<file path="config.mk">
export PLATFORM = sky130hd
export DESIGN_NAME = pc_sequencer
export DESIGN_NICKNAME = d
export VERILOG_FILES = /design/src/rtl/pc_sequencer.sv
export SDC_FILE = /design/constraint.sdc
export NUM_CORES = 1
export LEC_CHECK = 0
export BUFFER_PORTS_ARGS = -buffer_cell sky130_fd_sc_hd__buf_2
export CAP_MARGIN = 20
export CORE_ASPECT_RATIO = 1.4
export CORE_UTILIZATION = 40
export CTS_CLUSTER_DIAMETER = 120
export CTS_CLUSTER_SIZE = 20
export DETAILED_ROUTE_END_ITERATION = 10
export PLACE_DENSITY = 0.63
export SYNTH_ARGS = -nofsm -noshare
export SYNTH_HDL_FRONTEND = slang
export SYNTH_SLANG_ARGS = --single-unit
</file>
<file path="constraint.sdc">
create_clock -name i_clk -period 1.6 [get_ports i_clk]
set_input_delay 0.48 -clock i_clk [delete_from_list [all_inputs] [get_ports i_clk]]
set_output_delay 0.48 -clock i_clk [all_outputs]
set_load 0.02 [all_outputs]
</file>
<file path="src/rtl/pc_sequencer.sv">
// -----------------------------------------------------------------------------
// pc_sequencer
//   Control FSM that sequences instruction fetch / execute / PC update for a
//   small 8-bit core. Each instruction walks FETCH -> EXEC -> [WAIT_MC] ->
//   ADVANCE. The PC is frozen except in the single ADVANCE cycle. A fetch
//   that waits too long, or reaching the end-of-program address, parks the
//   block in HALT.
//
// Ports
//   i_clk        clock, rising edge
//   i_reset      asynchronous reset, active low
//   i_start      level; IDLE -> FETCH, HALT -> IDLE
//   i_pc_value   current PC, compared against EOP_ADDR in ADVANCE
//   i_mem_ready  instruction memory data valid
//   i_is_jump / i_is_branch / i_is_multi   decoder class flags
//   i_alu_zero   branch condition
//   o_ir_load    instruction-register load strobe (the EXEC cycle)
//   o_pc_hold    freeze PC
//   o_pc_jump / o_pc_branch   PC next-value select (ADVANCE only)
//   o_pc_clear   force PC to 0 (IDLE / reset)
//   o_busy / o_halted / o_timeout   status
//
// All outputs decode registered state and flags only.
// -----------------------------------------------------------------------------
module pc_sequencer #(
   parameter logic [7:0] EOP_ADDR   = 8'hFF,
   parameter logic [3:0] STALL_MAX  = 4'd15,
   parameter int         MUL_CYCLES = 3
) (
   input  logic       i_clk,
   input  logic       i_reset,
   input  logic       i_start,
   input  logic [7:0] i_pc_value,
   input  logic       i_mem_ready,
   input  logic       i_is_jump,
   input  logic       i_is_branch,
   input  logic       i_is_multi,
   input  logic       i_alu_zero,
   output logic       o_ir_load,
   output logic       o_pc_hold,
   output logic       o_pc_jump,
   output logic       o_pc_branch,
   output logic       o_pc_clear,
   output logic       o_busy,
   output logic       o_halted,
   output logic       o_timeout
);

   localparam logic [2:0] S_IDLE    = 3'd0;
   localparam logic [2:0] S_FETCH   = 3'd1;
   localparam logic [2:0] S_EXEC    = 3'd2;
   localparam logic [2:0] S_WAIT_MC = 3'd3;
   localparam logic [2:0] S_ADVANCE = 3'd4;
   localparam logic [2:0] S_HALT    = 3'd5;

   // WAIT_MC runs count MUL_CYCLES-1 down to 0 inclusive, i.e. MUL_CYCLES cycles
   localparam logic [3:0] MC_LOAD = 4'(MUL_CYCLES - 1);

   logic [2:0] r_state;
   logic [3:0] r_wait_cnt;
   logic [3:0] r_mc_cnt;
   logic       r_jump_q;
   logic       r_br_q;
   logic       r_timeout;

   // jump wins over branch, so the two selects are mutually exclusive
   logic w_br_nxt;
   assign w_br_nxt = i_is_branch & i_alu_zero & ~i_is_jump;

   always_ff @(posedge i_clk or negedge i_reset) begin
      if (!i_reset) begin
         r_state    <= S_IDLE;
         r_wait_cnt <= 4'd0;
         r_mc_cnt   <= 4'd0;
         r_jump_q   <= 1'b0;
         r_br_q     <= 1'b0;
         r_timeout  <= 1'b0;
      end else begin
         case (r_state)
            S_IDLE: begin
               if (i_start) begin
                  r_state    <= S_FETCH;
                  r_wait_cnt <= 4'd0;
               end
            end
            S_FETCH: begin
               // a ready fetch on the final stall cycle still succeeds
               if (i_mem_ready) begin
                  r_state <= S_EXEC;
               end else if (r_wait_cnt == STALL_MAX) begin
                  r_state   <= S_HALT;
                  r_timeout <= 1'b1;
               end else begin
                  r_wait_cnt <= r_wait_cnt + 4'd1;
               end
            end
            S_EXEC: begin
               if (i_is_multi) begin
                  r_state  <= S_WAIT_MC;
                  r_mc_cnt <= MC_LOAD;
               end else begin
                  r_state  <= S_ADVANCE;
                  r_jump_q <= i_is_jump;
                  r_br_q   <= w_br_nxt;
               end
            end
            S_WAIT_MC: begin
               if (r_mc_cnt == 4'd0) begin
                  r_state  <= S_ADVANCE;
                  r_jump_q <= i_is_jump;
                  r_br_q   <= w_br_nxt;
               end else begin
                  r_mc_cnt <= r_mc_cnt - 4'd1;
               end
            end
            S_ADVANCE: begin
               r_wait_cnt <= 4'd0;
               if (i_pc_value == EOP_ADDR) r_state <= S_HALT;
               else                        r_state <= S_FETCH;
            end
            S_HALT: begin
               if (i_start) begin
                  r_state   <= S_IDLE;
                  r_timeout <= 1'b0;
               end
            end
            default: r_state <= S_IDLE;
         endcase
      end
   end

   logic w_adv;
   assign w_adv = (r_state == S_ADVANCE);

   assign o_ir_load   = (r_state == S_EXEC);
   assign o_pc_hold   = (r_state == S_FETCH) | (r_state == S_EXEC) |
                        (r_state == S_WAIT_MC) | (r_state == S_HALT);
   assign o_pc_jump   = w_adv & r_jump_q;
   assign o_pc_branch = w_adv & r_br_q;
   assign o_pc_clear  = (r_state == S_IDLE);
   assign o_busy      = (r_state == S_FETCH) | (r_state == S_EXEC) |
                        (r_state == S_WAIT_MC) | w_adv;
   assign o_halted    = (r_state == S_HALT);
   assign o_timeout   = r_timeout;

endmodule

</file>
==> results.md, run 1 <==
- Run status: finished with violations
- Failing checks: setup timing
- Final Instance Count excl. Fillers: 170
- Total track usage: 0.206
- Most common cell after layout, fill and taps aside: buf_4
- Io pins: 24
- Relative slew slack: 0.769
- Worst ir drop on vdd: 0.984 mV
- Fin. max-slew vios: 0
- CTS tree: yes
- Syn nets: 119
- Crit path top cell by count: buf_6
- Wire per inst: 15.6 µm
- First-pass GRT wire length: 3860 µm
- Max Clk Rate: 577 MHz
- Post-Synthesis Cells: 100
- Flops & latches, synth: 14
- Core area: 2150 µm²
- Largest family of logic cells by synthesized area: simple AND/OR/NAND/NOR gates
- Required @ worst endpoint: 1120 ps
- Critical path launch point type: flip-flop
- Initial core utilization: 0.423
- Buf+Inv Stages, Crit Path: 2
- Largest delay share family, worst path: flip-flops
- Final Skew: 9.13 ps
- Worst R2R Start: r_mc_cnt[0]$_DFFE_PN0P_
- CP Cell Sequence: buf_6, and3b_2, buf_6
- Crit-path max cell delay: 440 ps
- Post-synthesis cell type count: 41
- Async set-reset flop share out of synthesis: 1.00
- Max Fanout on Critical Path: 7
- Clock power frac: 0.074
- Top library cells by usage in the layout, fill and taps aside: buf_4, buf_2, dfrtp_1, a21oi_1, nor2_1
- Post-synthesis area per instance: 9.10 µm²
- CTS root buffer: clkbuf_4
- Post-synth top flop: dfrtp_1
- DPL Wire Length: 1650 µm
- Gr ovfl total: 0
- Switching Share: 0.424
- Cell count after placement: 151
- H-tree levels: 1
- FF-to-FF End: r_mc_cnt[2]$_DFFE_PN0P_
- Multiplexer share of the synthesized area: 0.0248
- Final ANT Viol Nets: 0
- Post-layout power: 2.78 mW
- Period minus WS final: 1730 ps
- Post-Syn Area: 910 µm²
- Post-Synth Simple-Gate Area: 0.259
- Initial DRT Pass Iterations: 4
- Worst Tran Pin Value: 346 ps
- DIE WIDTH: 42.3 µm
- Total CTS buffers: 3
- Post-synthesis xor/xnor area fraction: 0.0289
- Setup crit end kind: primary output
- Final hold violations: 0
- Seq/Total Area, Yosys: 0.385
- Pint: 1.60 mW
- Compound-cell area share of the yosys netlist: 0.204
- Static Leakage: 0.654 nW
- Pwr dens: 2030 nW/µm²
- Slowest cell on crit path: dfrtp_1
- Reg power frac: 0.250
- Routed WL: 2660 µm
- Via-to-Cell Ratio: 5.55
- GP Congestion: 0.829
- Clk_lat worst skew: 290 ps
- Reg2Reg Depth: 7
- Drt initial violations: 22
- Clock sink total: 14
- Number of port buffers: 23
- Layout Nets: 169
- Final Cycle Share: 1.08
- Area Growth Syn to Fin: 50.1%
- Max-cap violations: 0
- Vias: 944
- Row cnt: 20
- Vias in the first global route: 916
- Number of flops mapped to enable cells by yosys: 0
- Hold Path Class: input pin to asynchronous set/reset pin
- Die area: 2470 µm²
- NetSw: 1.18 mW
- R2r setup slk: -10 ps
- Setup CP Type: flip-flop to primary output
- Slack of the critical path: -133 ps
- Combinational share of power: 0.676
- Crit path DAT: 1250 ps
- Initial antenna violation count: 0
- RSZ-0062 raised after global routing: true
- DRC: 0
- CTS Buffer Depth: 2
- Antenna diodes: 0
- Setup violators final: 10
- Chip Height: 58.4 µm
- Largest net degree at the start of global routing: 15
- Share of layout cells above drive strength 1: 0.520
- Post-Synth Adder-Cell Area: 0.0413
- Warnings from Yosys: 0
- Clk slew on worst S/H paths: 90 ps
-- layout make-up --
class                   count  area, µm²
clock buffers               3       22.5
fillers                   185        787
flip-flops and latches     14        353
well taps                  22       27.5
multi-input cells          77        586
repair buffers             50        362
inverters                   4       15.0
-- worst reg2reg max path: stages (launching register included) --
cell	delay [ps]
dfrtp_1	400
inv_2	70
ha_2	150
or3b_4	410
buf_6	150
nand4_1	80
xor2_1	170
nor2_1	60
-- how the worst max path moves through the flow --
stage	slack, ps	to	startpoint	cells past startpoint
global placement	0.5	r_jump_q$_DFFE_PN0P_	r_mc_cnt[1]$_DFFE_PN0P_	6
global route	-160	o_halted	r_state[1]$_DFFE_PN0P_	3
CTS	-150	o_halted	r_state[1]$_DFFE_PN0P_	3
floorplan	-40	r_br_q$_DFFE_PN0P_	r_mc_cnt[0]$_DFFE_PN0P_	7
detailed placement	-40	r_jump_q$_DFFE_PN0P_	r_mc_cnt[1]$_DFFE_PN0P_	6
finish	-130	o_halted	r_state[1]$_DFFE_PN0P_	3
-- power groups by stage --
stage	Combinational, mW	Sequential, mW	Clock [mW]
6_report	1.88	0.695	0.205
5_1_grt	2.02	0.717	0.227
4_1_cts	1.49	0.694	0.215
3_5_place_dp	1.27	0.686	0
3_3_place_gp	1.24	0.679	0
2_1_floorplan	0.904	0.647	0
-- metal layers --
layer / GRT usage / part of all wire
met4: 0.121 / 0.029
met2: 0.371 / 0.55
met3: 0.0276 / 0.022
met5: 0 / 0
met1: 0.228 / 0.40
-- Yosys cell counts, types with 2 or more instances --
cell	count	area, µm²
nand4_1	4	25.0
nand3_1	3	15.0
and3_1	2	12.5
dfrtp_1	14	350
a21o_1	2	15.0
o21ai_0	5	25.0
a2bb2oi_1	2	17.5
buf_6	2	22.5
nand2_1	5	18.8
clkbuf_1	2	7.51
nand2b_1	2	12.5
nor2b_1	3	18.8
inv_1	4	15.0
nor2_1	9	33.8
nor3_1	3	15.0
a21oi_1	9	45.0
mux2_1	2	22.5
ha_1	3	37.5
xor2_1	2	17.5
-- through the flow --
stage / area [µm²] / hold WS [ps] / utilization / setup TNS, ps / setup slack [ps]
finish: 1370 / 85.1 / 0.634 / -666 / -133
global route: 1370 / 110 / 0.634 / -1220 / -159
CTS: 1220 / 93.5 / 0.567 / -633 / -148
detailed placement: 1100 / 411 / 0.512 / -169 / -39.5
global placement: 1100 / 398 / 0.512 / 0 / 0.476
floorplan: 915 / 184 / - / -73.4 / -36.7
-- what timing repair did --
item / in CTS / in global routing
setup endpoints to repair: 13 / 20
pin swaps: 2 / 7
gates resized for setup: 18 / 21
hold buffers: 0 / 0
setup buffers: 7 / 9
-- sequential cells by signal (all words and copies together) (netlist names) --
signal / cells
r_wait_cnt: 4
o_timeout: 1
r_br_q: 1
r_state: 3
r_mc_cnt: 4
r_jump_q: 1
-- logic make-up after synthesis --
family,Yosys count
and+or+nand+nor,41
AOI/OAI and AO/OA,28
DFF,14
buffers and inverters,9
xor gates and xnor gates,3
adders and majority gates,3
muxes,2
(Power assumes the default switching activity.)
==> inputs of run 2 (changes only) <==
Settings changed: PLACE_DENSITY 0.63 to 0.66.
==> results.md, run 2 (same netlist as run 1, synthesis figures left out) <==
- Share of layout cells above drive strength 1: 0.562
- Pwr dens: 2080 nW/µm²
- CTS tree: yes
- Crit path depth: 3
- Buf+Inv Stages, Crit Path: 2
- Die area: 2470 µm²
- Drt initial violations: 22
- Final Cycle Share: 1.10
- Vias in the first global route: 910
- Setup violators final: 7
- Area taken by multi-input logic gates: 637 µm²
- Core area: 2150 µm²
- Crit-path max cell delay: 460 ps
- RSZ-0062 raised after global routing: true
- Initial DRT Pass Iterations: 4
- Area Growth Syn to Fin: 57.8%
- Antenna diodes: 0
- Worst ir drop on vdd: 1.07 mV
- Slowest cell on crit path: dfrtp_2
- Max-cap violations: 0
- Static Leakage: 0.666 nW
- Fin. max-slew vios: 0
- DPL Wire Length: 1590 µm
- Fillers: 160
- Chip Height: 58.4 µm
- Final hold violations: 0
- Critical path launch point type: flip-flop
- Via-to-Cell Ratio: 5.68
- Relative slew slack: 0.756
- Clk_lat worst skew: 290 ps
- Cell count after placement: 151
- Storage cell area: 354 µm²
- Run status: finished with violations
- Reg2Reg Depth: 6
- Final ANT Viol Nets: 0
- Wire per inst: 16.0 µm
- Routed WL: 2700 µm
- First-pass GRT wire length: 3970 µm
- Post-layout power: 2.98 mW
- Crit path DAT: 1280 ps
- Initial core utilization: 0.423
- CTS root buffer: clkbuf_4
- Largest registers: r_mc_cnt x4, r_wait_cnt x4, r_state x3
- Row cnt: 20
- CP Cell Sequence: buf_6, and3b_2, buf_6
- Top library cells by usage in the layout, fill and taps aside: buf_4, buf_2, buf_6, dfrtp_1, a21oi_1
- Slack of the critical path: -164 ps
- DIE WIDTH: 42.3 µm
- Number of port buffers: 23
- Crit path top cell by count: buf_6
- Period minus WS final: 1760 ps
- Final Skew: 3.35 ps
- Failing checks: setup timing
- Finished Cell Area: 1440 µm²
- Clock sink total: 14
- Initial antenna violation count: 0
- Clk slew on worst S/H paths: 90 ps
- Max Clk Rate: 567 MHz
- Setup crit end kind: primary output
- Largest delay share family, worst path: flip-flops
- GP Congestion: 0.748
- DRC: 0
- Max Fanout on Critical Path: 7
- Setup CP Type: flip-flop to primary output
- Final Instance Count excl. Fillers: 168
- Hold Slack: 84.5 ps
- Required @ worst endpoint: 1120 ps
- Total track usage: 0.215
- H-tree levels: 1
- Largest net degree at the start of global routing: 15
- Hold Path Class: input pin to asynchronous set/reset pin
- Vias: 955
- Gr ovfl total: 0
- Io pins: 24
- Worst Tran Pin Value: 362 ps
- CTS Buffer Depth: 2
- Total CTS buffers: 3
- Area after DPL: 1100 µm²
- Most common cell after layout, fill and taps aside: buf_4
- Layout Nets: 166
run 2: power by group:
part	internal, mW	switching, mW
registers	0.527	0.181
clock network	0.139	0.122
logic	1.06	0.954
run 2: repair_timing:
item                       4_1_cts  5_1_grt
resized for setup               26       29
setup endpoints to repair       13       17
hold buffers                     0        0
setup buffers                   11        4
cloned                           0        0
pin swaps                        1       13
run 2: worst paths after layout:
check | from | endpoint | slack, ps
setup reg to reg | r_mc_cnt[0]$_DFFE_PN0P_ | r_br_q$_DFFE_PN0P_ | 20
setup / recovery | r_state[1]$_DFFE_PN0P_ | o_halted | -160
min in group i_clk | i_start | o_timeout$_DFFE_PN0P_ | 420
hold / removal | i_reset | r_br_q$_DFFE_PN0P_ | 80
max in group asynchronous | i_reset | r_state[2]$_DFFE_PN0P_ | 1240
hold reg to reg | r_wait_cnt[0]$_DFFE_PN0P_ | r_wait_cnt[0]$_DFFE_PN0P_ | 510
run 2: area by class of cell:
cell class / count / area share
clock buffer: 4 / 0.0253
inverter: 4 / 0.0105
multi-input combinational: 77 / 0.444
sequential: 14 / 0.247
tap: 22 / 0.0192
timing repair buffer: 47 / 0.255
run 2: through the flow:
stage / utilization / setup slack (ps) / setup TNS, ps
floorplan: - / -36.7 / -73.4
global placement: 0.512 / 1.41 / 0
detailed placement: 0.512 / -39.4 / -129
CTS: 0.606 / -125 / -621
global route: 0.667 / -190 / -1210
finish: 0.667 / -164 / -838
run 2: metal layers:
| layer | share of wire | up-vias | global-route usage |
|---|---|---|---|
| met2 | 0.56 | 23 | 0.378 |
| met4 | 0.022 | 0 | 0.107 |
| met5 | 0 | - | 0 |
| met3 | 0.032 | 4 | 0.0215 |
| li1 | - | 457 | - |
| met1 | 0.39 | 471 | 0.258 |
